$ cat src/rtl/maze_probe.sv
// maze_probe: converts player position/size into wall probes and looks them up in the tile ROM.
// Define MAZE_PROBE_CORNERS_EN to probe two corner points per direction instead of the centre line.
module maze_probe #(
  parameter int         TILE     = 14,
  parameter int         COLS     = 28,
  parameter int         ROWS     = 31,
  parameter logic [4:0] OOB_CODE = 5'h1F,
  parameter int         ADDR_W   = 10
) (
  input  logic              Clk,
  input  logic              Reset,
  input  logic              start,
  input  logic [9:0]        BallX,
  input  logic [9:0]        BallY,
  input  logic [9:0]        BallS,
  output logic [ADDR_W-1:0] rom_addr,
  input  logic [4:0]        rom_data,
  output logic [4:0]        mapL,
  output logic [4:0]        mapR,
  output logic [4:0]        mapT,
  output logic [4:0]        mapB,
  output logic              busy,
  output logic              done
);
`ifdef MAZE_PROBE_CORNERS_EN
  localparam logic [3:0] NP = 4'd8;
`else
  localparam logic [3:0] NP = 4'd4;
`endif
  localparam logic signed [11:0] T12  = 12'(TILE);
  localparam logic signed [11:0] XLIM = 12'(COLS * TILE);
  localparam logic signed [11:0] YLIM = 12'(ROWS * TILE);
  typedef enum logic [2:0] {IDLE, LATCH, DIVX, DIVY, ADDR, READ, NEXT, DONE} state_t;
  state_t             state, state_n;
  logic [9:0]         bx, by, bs;
  logic [3:0]         idx, k;
  logic [1:0]         kd, d;
  logic signed [11:0] cx, cy, cs, off, kx, ky, rem, ppy;
  logic [5:0]         col, row;
  logic               k_oob, pending, wr;
  logic [4:0]         code;
  logic [4:0]         shadow   [4];
  logic [4:0]         shadow_n [4];
  // k is the probe about to start; in LATCH the inputs are used before they are registered
  always_comb begin
    cx = (state == LATCH) ? {2'b0, BallX} : {2'b0, bx};
    cy = (state == LATCH) ? {2'b0, BallY} : {2'b0, by};
    cs = (state == LATCH) ? {2'b0, BallS} : {2'b0, bs};
    k  = (state == LATCH) ? 4'd0 : idx + 4'd1;
`ifdef MAZE_PROBE_CORNERS_EN
    kd  = k[2:1];
    off = k[0] ? cs - 12'sd1 : 12'sd1 - cs;
    d   = idx[2:1];
    wr  = !idx[0] || shadow[d] == 5'd0;
`else
    kd  = k[1:0];
    off = 12'sd0;
    d   = idx[1:0];
    wr  = 1'b1;
`endif
    kx = cx + ((kd == 2'd0) ? -(cs + 12'sd1) : (kd == 2'd1) ? cs + 12'sd1 : off);
    ky = cy + ((kd == 2'd2) ? -(cs + 12'sd1) : (kd == 2'd3) ? cs + 12'sd1 : off);
    k_oob = kx[11] || ky[11] || kx >= XLIM || ky >= YLIM;
    code = (state == READ) ? rom_data : OOB_CODE;
    shadow_n = shadow;
    if ((state == READ || state == NEXT) && wr) shadow_n[d] = code;
    state_n = state;
    case (state)
      IDLE:              state_n = start ? LATCH : IDLE;
      LATCH, READ, NEXT: state_n = (k == NP) ? DONE : k_oob ? NEXT : DIVX;
      DIVX:              state_n = (rem < T12) ? DIVY : DIVX;
      DIVY:              state_n = (rem < T12) ? ADDR : DIVY;
      ADDR:              state_n = READ;
      DONE:              state_n = (pending || start) ? LATCH : IDLE;
    endcase
  end
  always_ff @(posedge Clk) begin
    if (Reset) begin
      state    <= IDLE;
      mapL     <= OOB_CODE;
      mapR     <= OOB_CODE;
      mapT     <= OOB_CODE;
      mapB     <= OOB_CODE;
      busy     <= 1'b0;
      done     <= 1'b0;
      rom_addr <= '0;
      pending  <= 1'b0;
    end else begin
      state   <= state_n;
      busy    <= state_n != IDLE && state_n != DONE;
      done    <= state_n == DONE;
      pending <= (state != DONE) && (pending || (start && state != IDLE));
      shadow  <= shadow_n;
      if (state_n == DONE) begin
        mapL <= shadow_n[0];
        mapR <= shadow_n[1];
        mapT <= shadow_n[2];
        mapB <= shadow_n[3];
      end
      if (state == LATCH) begin
        bx <= BallX;
        by <= BallY;
        bs <= BallS;
      end
      if (state == LATCH || state == READ || state == NEXT) begin
        idx <= k;
        rem <= kx;
        ppy <= ky;
        col <= '0;
      end else if (state == DIVX) begin
        if (rem >= T12) begin
          rem <= rem - T12;
          col <= col + 6'd1;
        end else begin
          rem <= ppy;
          row <= '0;
        end
      end else if (state == DIVY && rem >= T12) begin
        rem <= rem - T12;
        row <= row + 6'd1;
      end
      if (state == ADDR) rom_addr <= ADDR_W'(32'(row) * COLS + 32'(col));
    end
  end
endmodule

$ cat config.mk
export PLATFORM = sky130hd
export DESIGN_NAME = maze_probe
export DESIGN_NICKNAME = d
export VERILOG_FILES = /design/src/rtl/maze_probe.sv
export SDC_FILE = /design/constraint.sdc
export NUM_CORES = 1
export LEC_CHECK = 0
export BUFFER_PORTS_ARGS = -buffer_cell sky130_fd_sc_hd__clkbuf_2
export CAP_MARGIN = 20
export CORE_MARGIN = 5
export CORE_UTILIZATION = 55
export DETAILED_ROUTE_END_ITERATION = 8
export GPL_ROUTABILITY_DRIVEN = 0
export PLACE_DENSITY_LB_ADDON = 0.05
export SYNTH_ARGS = -nofsm -noshare
export SYNTH_HDL_FRONTEND = slang
export SYNTH_SLANG_ARGS = --single-unit
$ cat constraint.sdc
create_clock -name Clk -period 6 [get_ports Clk]
set_clock_uncertainty 0.1 [all_clocks]
set_input_delay 1.8 -clock Clk [delete_from_list [all_inputs] [get_ports Clk]]
set_output_delay 1.8 -clock Clk [all_outputs]
set_load 0.005 [all_outputs]
==> results of run 1 <==
path summary, 6_finish.rpt:
kind | startpoint | end | slack [ps] | cells past startpoint
worst max-delay path | BallS[0] | state[2]$_SDFF_PP0_ | 240 | 20
worst min-delay path | mapR[2]$_SDFFE_PP1N_ | mapR[2]$_SDFFE_PP1N_ | 370 | 2
worst min register to register | mapR[2]$_SDFFE_PP1N_ | mapR[2]$_SDFFE_PP1N_ | 370 | 2
worst max register to register | state[2]$_SDFF_PP0_ | state[2]$_SDFF_PP0_ | 690 | 20
through the flow:
| step | setup TNS (ps) | power [mW] | hold WS, ps | utilization (%) |
|---|---|---|---|---|
| finish | 0 | 4.36 | 375 | 64.3 |
| global route | 0 | 4.68 | 401 | 64.3 |
| CTS | 0 | 4.38 | 380 | 64.3 |
| detailed placement | -213 | 3.37 | 365 | 60.4 |
| global placement | -8.21 | 3.31 | 357 | 60.4 |
| floorplan | 0 | 2.81 | 370 | - |
layout make-up:
type                       instances  area, sq um
sequential                       124         3360
multi-input combinational        686         4500
clock inverter                    13          113
tap                              184          230
fill                            1227         5170
clock buffer                      19          454
timing repair buffer             101          586
inverter                          17         63.8
cells in the mapped netlist (3+ instances only):
cell type / number / area [sq um]
sky130_fd_sc_hd__and3_1: 12 / 75.1
sky130_fd_sc_hd__nand4b_1: 3 / 26.3
sky130_fd_sc_hd__o2111a_1: 3 / 33.8
sky130_fd_sc_hd__inv_1: 17 / 63.8
sky130_fd_sc_hd__clkbuf_1: 24 / 90.1
sky130_fd_sc_hd__o21a_1: 4 / 30.0
sky130_fd_sc_hd__xnor2_1: 38 / 333
sky130_fd_sc_hd__edfxtp_1: 88 / 2640
sky130_fd_sc_hd__a31oi_1: 3 / 18.8
sky130_fd_sc_hd__a211oi_1: 13 / 97.6
sky130_fd_sc_hd__and2_1: 8 / 50.1
sky130_fd_sc_hd__dfxtp_1: 36 / 721
sky130_fd_sc_hd__o211a_1: 3 / 30.0
sky130_fd_sc_hd__o21bai_1: 8 / 60.1
sky130_fd_sc_hd__nor2b_1: 9 / 56.3
sky130_fd_sc_hd__mux2i_1: 28 / 280
sky130_fd_sc_hd__nor2_1: 100 / 375
sky130_fd_sc_hd__a2111oi_0: 4 / 35.0
sky130_fd_sc_hd__nand3_1: 21 / 105
sky130_fd_sc_hd__o22ai_1: 24 / 150
sky130_fd_sc_hd__nor3_1: 15 / 75.1
sky130_fd_sc_hd__a21o_1: 10 / 75.1
sky130_fd_sc_hd__nand2_1: 134 / 503
sky130_fd_sc_hd__o22a_1: 7 / 61.3
sky130_fd_sc_hd__a21oi_1: 58 / 290
sky130_fd_sc_hd__ha_1: 44 / 551
sky130_fd_sc_hd__xor2_1: 22 / 193
sky130_fd_sc_hd__buf_1: 6 / 22.5
sky130_fd_sc_hd__mux2_2: 3 / 33.8
sky130_fd_sc_hd__nand4_1: 5 / 31.3
sky130_fd_sc_hd__buf_2: 3 / 15.0
sky130_fd_sc_hd__fa_1: 9 / 180
sky130_fd_sc_hd__nand2b_1: 10 / 62.6
sky130_fd_sc_hd__o21ai_0: 38 / 190
sky130_fd_sc_hd__o211ai_1: 11 / 82.6
sky130_fd_sc_hd__or3_1: 6 / 37.5
layout by cell type, fill, tap and decap left out, drive strengths merged, types with 4 or more instances in the layout:
master,instances
o211ai,11
nand2,134
nor2,100
buf,32
mux2i,29
a21o,10
a21oi,59
o21bai,8
nor2b,9
o21a,4
clkinv,5
nand2b,10
o22a,7
ha,44
nand4,5
and2,8
a2111oi,4
and3,12
o22ai,24
o21ai,39
clkbuf,88
nand3,21
inv,23
or3,6
a211oi,14
fa,9
xnor2,39
mux2,4
nor3,16
edfxtp,88
xor2,22
dfxtp,36
where the power goes:
part / total (mW) / internal [mW] / switching [mW] / leakage [nW]
Sequential: 1.26 / 1.16 / 0.0929 / 1.12
Combinational: 2.11 / 0.859 / 1.25 / 2.47
Clock: 0.992 / 0.595 / 0.396 / 0.284
Total: 4.36 / 2.62 / 1.74 / 3.87
metal layers:
| layer | track usage, % | vias to the layer above | wire length, microns |
|---|---|---|---|
| li1 | - | 3310 | - |
| met1 | 28.5 | 3196 | 8460 |
| met2 | 37.6 | 234 | 9550 |
| met3 | 5.24 | 37 | 1030 |
| met4 | 7.62 | 0 | 401 |
| met5 | 0 | - | 0 |
kinds of logic after synthesis:
family                     Yosys count  share of synthesized area [%]
xor gates and xnor gates            61                           6.71
buffers and inverters               53                           2.70
DFF                                124                           41.7
adders and majority gates           53                           9.06
and+or+nand+nor                    333                           18.6
muxes                               34                           4.53
AOI/OAI and AO/OA                  205                           16.7
worst reg2reg max path, cell delays in order (launching register included):
cell                        delay [ps]
sky130_fd_sc_hd__dfxtp_1           310
sky130_fd_sc_hd__buf_4             190
sky130_fd_sc_hd__nor3b_4           310
sky130_fd_sc_hd__buf_4             450
sky130_fd_sc_hd__mux2i_1           220
sky130_fd_sc_hd__xnor2_1           500
sky130_fd_sc_hd__nor2_1            130
sky130_fd_sc_hd__nor2_1            110
sky130_fd_sc_hd__nand2_1            70
sky130_fd_sc_hd__o311a_1           150
sky130_fd_sc_hd__ha_1              350
sky130_fd_sc_hd__o21ai_0           130
sky130_fd_sc_hd__o21bai_1          200
sky130_fd_sc_hd__a2111oi_0         130
sky130_fd_sc_hd__or3_1             430
sky130_fd_sc_hd__o21ai_0           390
sky130_fd_sc_hd__o311ai_0          260
sky130_fd_sc_hd__o32ai_2           210
sky130_fd_sc_hd__nand4_1           160
sky130_fd_sc_hd__o32ai_1           270
sky130_fd_sc_hd__a21oi_1           110
state kept, by name, summed over array words and instances (netlist names), 10 cells and up:
| signal | flops |
|---|---|
| bx | 10 |
| shadow | 20 |
| bs | 10 |
| rem | 11 |
| rom_addr | 10 |
| by | 10 |
| ppy | 11 |
repair_timing:
item	CTS	global route
gates resized for setup	0	1
hold buffers	0	0
endpoints found under the setup margin	0	1
==> summary.md, run 1 <==
The flow ran to the end, and the final reports show no timing, DRC or antenna violations. Pin placement for this block handled 70 I/O pins. The floorplan core area was 0.0145 sq mm.

Violation count after the first detailed-routing iteration: 532. For the data arrival time of the worst path, the log shows 5940 ps. The run gives 5 as the number of detailed-route iterations in the first pass.

The die is 131 microns tall. After layout, the worst setup slack is 239 ps. Cells with a size suffix above 1 make up 15.6% of the layout. The setup path with the least slack is of type in -> reg. Traced cell by cell, the critical path runs through clkbuf_2 -> mux2_2 -> ha_2 -> nand2_1 -> nor2_1 -> o311ai_2 -> buf_4 -> nand3_1 -> o211a_1 -> ha_1 -> o21ai_0 -> o21bai_1 -> a2111oi_0 -> or3_1 -> o21ai_0 -> o311ai_0 -> o32ai_2 -> nand4_1 -> o32ai_1 -> a21oi_1. The routed layout has 6777 vias. The buffer and inverter count on the worst path was 2; the count of inserted antenna diode cells was 0.

The min-delay analysis places its worst path in the category reg -> reg. The count of H-tree levels built during CTS is 4. Clock tree buffer depth: 2.

The root buffer cell is sky130_fd_sc_hd__clkbuf_16. The share of async-settable or async-resettable flops after synthesis is 0%. The slew of the pin with the lowest slew margin was 1000 ps.

The number of maximum-capacitance constraint violations was 0; the number of non-filler instances in the completed layout was 1144. The largest net degree at the start of global routing is 52, and the critical path required time is 6180 ps. Share of the yosys chip area belonging to registers: 41.7%.

Before CTS, the worst setup slack after placement is -213 ps. STA classifies the critical path startpoint as an input pin. For the leftover overflow at the end of global routing, the log shows 0. For the count of final setup violators, the log shows 0.

Synthesis produced a netlist whose cell count is 863. The clock net in this run drives a total of 124 sinks. In this run, synthesis produced a sequential element count of 124.

Setup repair after global routing left no endpoint under its margin. Yosys printed 0 warnings. The number of clock buffers added by TritonCTS is 17. TritonCTS built the clock tree. The biggest cell delay along the critical path works out to 430 ps. The HPWL after detailed placement is 14200 microns, and the count of buffers inserted at the top-level ports is 69. Along the worst path, the maximum fanout reaches 12.

DRC violation count after routing: 0. The tools report the post-layout net count as 1038. The slowest stage of the critical path belongs to the cell sky130_fd_sc_hd__or3_1. The number of nets in the synthesized netlist is 954. The clock latency on the worst-skew pair came out at 420 ps. Area growth from synthesis to layout: 15.4%. The maximum resistive drop on vdd was 0.277 mV; the average instance area after synthesis was 9.35 sq um. Antenna violation net count after detailed routing: 0. The die covers 0.0172 sq mm.

Category of the worst setup path capture point: a flop. For this run, the top clock speed supported by timing is 174 MHz. The number of hold-slack violations in the final timing report is 0. The via count of the first global-routing pass is 6612, and the power density normalized to cell area is 469 mW/mm^2.

The most numerous cell type found on the critical path is sky130_fd_sc_hd__o21ai_0. The number of enable flip-flop cells after synthesis was 88; the number of rows in the core area was 44. For the total global routing track utilization, the log shows 22.4%.

The headroom to the max-slew limit was 31.5%. The final critical-path required period was 5760 ps. In this design, the largest share of critical-path delay is due to compound AO/OA/AOI/OAI gates. The total wire length is 19400 microns, and the total standard cell area after synthesis is 0.00807 sq mm.

The number of max-slew violations in the final report was 0. Clock transition time at the flip-flop clock pins of the worst setup and hold paths: 60 ps. Wire length of the first global-routing pass: 32100 microns.

The run gives 3.87 nW as the leakage power of the design. For the number of antenna violations at the first check in global routing, the log shows 0. In this run the post-CTS setup repair buffer count came out at 0.

Counting tap cells, the placed design contains a total of 1112 instances. The placed cell area is 0.00874 sq mm. After detailed routing, the average wire length per cell comes to 17.0 microns.

After routing the design area is 0.00931 sq mm. The netlist uses 66 different library cells. The width of the die is 131 microns. Using the TritonRoute via totals, the vias-per-cell ratio works out to 5.92. The final critical path takes up 96.0% of the cycle.

The initial core utilization came out at 55.7%. For this run, the leading register cell type out of synthesis is sky130_fd_sc_hd__edfxtp_1.
Power figures use the tool's default switching activity.
==> run 2: changes to the inputs <==
Settings changed: BUFFER_PORTS_ARGS -buffer_cell sky130_fd_sc_hd__clkbuf_2 to not set, CORE_UTILIZATION 55 to 58, DONT_BUFFER_PORTS set to 1, TNS_END_PERCENT set to 50.
==> run 2 against run 1 <==
Compared with the run above: final cell count shrank 7.3%; clock-buffer cell count increased by 3; first-iteration DRC count increased by 5.3%; core utilization up 0.56 points; register-to-register slack about the same; non-clock buffer count is 79 lower; critical path type unchanged; highest routed layer unchanged.
==> summary.md, run 2 (synthesis gave the netlist of run 1 again) <==
The count of final setup violators is 0 (unchanged). Setup repair after global routing left no endpoint under its margin. The switching share of total power is 39.8% (was 40.0%), and the area of combinational cells with multiple inputs is 0.00450 sq mm (unchanged).

For the count of inserted antenna diode cells, the log shows 0 (unchanged). The run gives 2 (unchanged) as the clock tree buffer depth. The number of flip-flops in the largest register was 20 (unchanged); the floorplan core area was 0.0138 sq mm (was 0.0145 sq mm).

The count of H-tree levels built during CTS was 4 (unchanged); the count of hold-fix buffers inserted at cts was 0 (unchanged). The tools report the HPWL after detailed placement as 13500 microns (was 14200 microns). The DRC violation count after routing came out at 0 (unchanged). The largest fanout on the critical path works out to 10 (was 12). Data arrival time of the worst path: 5820 ps (was 5940 ps). The launching point of the worst reg2reg path was state[1]$_SDFF_PP0_ (was state[2]$_SDFF_PP0_).

The number of detailed-route iterations in the first pass came out at 5 (unchanged). Kind of path behind the tightest hold check: reg -> reg (unchanged). The maximum resistive drop on vdd is 0.238 mV (was 0.277 mV). The count of buffers inserted at the top-level ports is 0 (was 69), and the maximum clock rate is 178 MHz (was 174 MHz).

For the share of total power in combinational logic, the log shows 47.3% (was 48.4%). The number of max-slew violations in the final report was 0 (unchanged); the number of vias per cell after detailed routing was 6.05 (was 5.92). The slew of the pin with the lowest slew margin is 1100 ps (was 1000 ps).

The power spent charging and discharging nets is 1.72 mW (was 1.74 mW). The number of cells on the worst reg-to-reg path was 22 (was 20); the antenna violation net count after detailed routing was 0 (unchanged). The logs give 0.00336 sq mm (unchanged) for the sequential standard cell area and 680 ps (was 690 ps) for the reg-to-reg setup timing slack. The violation count after the first detailed-routing iteration was 560 (was 532).

The end point of the most critical hold path is mapL[2]$_SDFFE_PP1N_ (was mapR[2]$_SDFFE_PP1N_). Critical path start-end classification: in -> reg (unchanged). The run gives 0 (unchanged) as the number of antenna violations at the first check in global routing. The logs give 0.0164 sq mm (was 0.0172 sq mm) for the total die area and 2.60 mW (was 2.62 mW) for the internal portion of total power.

The tools report the post-layout net count as 959 (was 1038). The routed length per instance is 17.7 microns (was 17.0 microns), and the vertical die dimension is 128 microns (was 131 microns). The headroom to the max-slew limit is 25.1% (was 31.5%), and the clock latency on the worst-skew pair is 420 ps (about the same).

The TritonCTS buffer count is 17 (unchanged). The leftover overflow at the end of global routing was 0 (unchanged); the clock transition time at the flip-flop clock pins of the worst setup and hold paths was 60 ps (about the same). The critical path required time came out at 6200 ps (was 6180 ps).

Largest register by flop count: shadow (unchanged). The register share of total power was 29.5% (was 28.8%). The power density normalized to cell area came out at 483 mW/mm^2 (was 469 mW/mm^2). Type of element launching the critical path: an input pin (unchanged).

Leading cell type in the layout, fill and taps excluded: sky130_fd_sc_hd__nand2_1 (unchanged). The width of the die is 128 microns (was 131 microns), and the number of non-filler instances in the completed layout is 1061 (was 1144). Total global routing track utilization: 22.7% (was 22.4%).

The area growth from synthesis to layout is 10.7% (was 15.4%). Largest registers ranked by flip-flop count: shadow (20), ppy (11), rem (11) (unchanged). The tools report the category of the worst setup path capture point as a flop (unchanged). The number of cells traversed by the worst hold path is 2 (unchanged), and the leakage power of the design is 3.56 nW (was 3.87 nW). The share of post-route cells with drive strength above 1 is 8.06% (was 15.6%), and the number of hold-slack violations in the final timing report is 0 (unchanged). Total wire length: 18800 microns (was 19400 microns).

The number of placed instances with taps included came out at 1027 (was 1112). The final critical-path share of the clock period is 93.6% (was 96.0%), and the largest net degree at the start of global routing is 47 (was 52). The run gives 0 (unchanged) as the post-CTS repair timing setup buffer count.

The final critical-path required period was 5620 ps (was 5760 ps); the final sum of negative setup slack was 0 ps (unchanged). The run gives 64.9% (was 64.3%) as the core occupancy in the finished layout. The tools report the root buffer cell as sky130_fd_sc_hd__clkbuf_16 (unchanged). For the via count of the first global-routing pass, the log shows 6203 (was 6612). The flow ran to the end, and the final reports show no timing, DRC or antenna violations.

The run gives 70 (unchanged) as the boundary pin count. TritonCTS built the clock tree. The critical hold path startpoint was mapL[2]$_SDFFE_PP1N_ (was mapR[2]$_SDFFE_PP1N_). For the initial core utilization, the log shows 58.6% (was 55.7%). The worst reg2reg path endpoint is state[2]$_SDFF_PP0_ (unchanged). Commonest cells after routing, fill and taps aside: sky130_fd_sc_hd__nand2_1, sky130_fd_sc_hd__nor2_1, sky130_fd_sc_hd__edfxtp_1, sky130_fd_sc_hd__a21oi_1, sky130_fd_sc_hd__ha_1 (was sky130_fd_sc_hd__nand2_1, sky130_fd_sc_hd__nor2_1, sky130_fd_sc_hd__edfxtp_1, sky130_fd_sc_hd__clkbuf_2, sky130_fd_sc_hd__a21oi_1). The fill cell instance count of the final layout is 1124 (was 1227).

Fraction of power consumed by the clock network: 23.3% (was 22.7%). The logs give 43 (was 44) for the number of rows in the core area and 6423 (was 6777) for the total number of vias. The number of maximum-capacitance constraint violations was 0 (unchanged).

The tools report the worst-case hold slack as 403 ps (was 375 ps). The wire length of the first global-routing pass was 30000 microns (was 32100 microns); the total clock sinks was 124 (unchanged). The total of cells resized after clock tree synthesis was 0 (unchanged).
[run 2: how the worst max path moves through the flow]
| stage | startpoint | depth (start not counted) | end | slack, ps |
|---|---|---|---|---|
| 2_1_floorplan | BallS[0] | 20 | state[2]$_SDFF_PP0_ | 150 |
| 3_5_place_dp | BallS[0] | 22 | state[2]$_SDFF_PP0_ | -120 |
| 3_3_place_gp | BallS[0] | 22 | state[2]$_SDFF_PP0_ | 60 |
| 5_1_grt | BallS[0] | 21 | state[2]$_SDFF_PP0_ | 100 |
| 6_report | BallS[0] | 20 | state[2]$_SDFF_PP0_ | 380 |
| 4_1_cts | BallS[0] | 22 | state[2]$_SDFF_PP0_ | 300 |
[run 2: layout make-up]
type	instances	share of cell area (%)
multi-input combinational	686	50.4
sequential	124	37.7
clock buffer	22	5.80
tap	180	2.52
timing repair buffer	22	2.16
clock inverter	10	0.784
inverter	17	0.714
[run 2: power groups by stage]
stage	registers, mW	clock network, mW	logic [mW]
4_1_cts	1.27	1.02	2.03
6_report	1.27	1.00	2.04
3_5_place_dp	1.29	0	2.01
3_3_place_gp	1.28	0	1.96
5_1_grt	1.29	1.06	2.26
2_1_floorplan	1.26	0	1.55
[run 2: worst max-delay path, cell delays in order]
cell and delay (ps):
sky130_fd_sc_hd__mux2_2 280, sky130_fd_sc_hd__ha_2 250, sky130_fd_sc_hd__nand2_1 110, sky130_fd_sc_hd__nor2_1 70, sky130_fd_sc_hd__o311ai_2 360, sky130_fd_sc_hd__buf_4 190
sky130_fd_sc_hd__a21oi_1 60, sky130_fd_sc_hd__nor3_1 280, sky130_fd_sc_hd__ha_1 330, sky130_fd_sc_hd__o21ai_0 140, sky130_fd_sc_hd__o211ai_1 130, sky130_fd_sc_hd__and2_1 190
sky130_fd_sc_hd__and4_1 200, sky130_fd_sc_hd__a2111oi_0 410, sky130_fd_sc_hd__buf_4 200, sky130_fd_sc_hd__a21oi_2 40, sky130_fd_sc_hd__xnor2_1 150, sky130_fd_sc_hd__o2111a_1 260
sky130_fd_sc_hd__o32ai_1 280, sky130_fd_sc_hd__a21oi_1 90
[run 2: per-layer routing]
layer	up-vias	global-route usage (%)	wire length, microns
met5	-	0	0
met4	0	7.24	316
met1	3036	28.8	8140
li1	3141	-	-
met3	36	5.29	1140
met2	210	38.6	9200
[run 2: stage by stage]
step	worst slack, ps	cell area [sq um]	total power [mW]
floorplan	149	8070	2.81
global placement	60.4	8300	3.24
detailed placement	-118	8300	3.30
CTS	305	8890	4.32
global route	103	8930	4.61
finish	383	8930	4.32
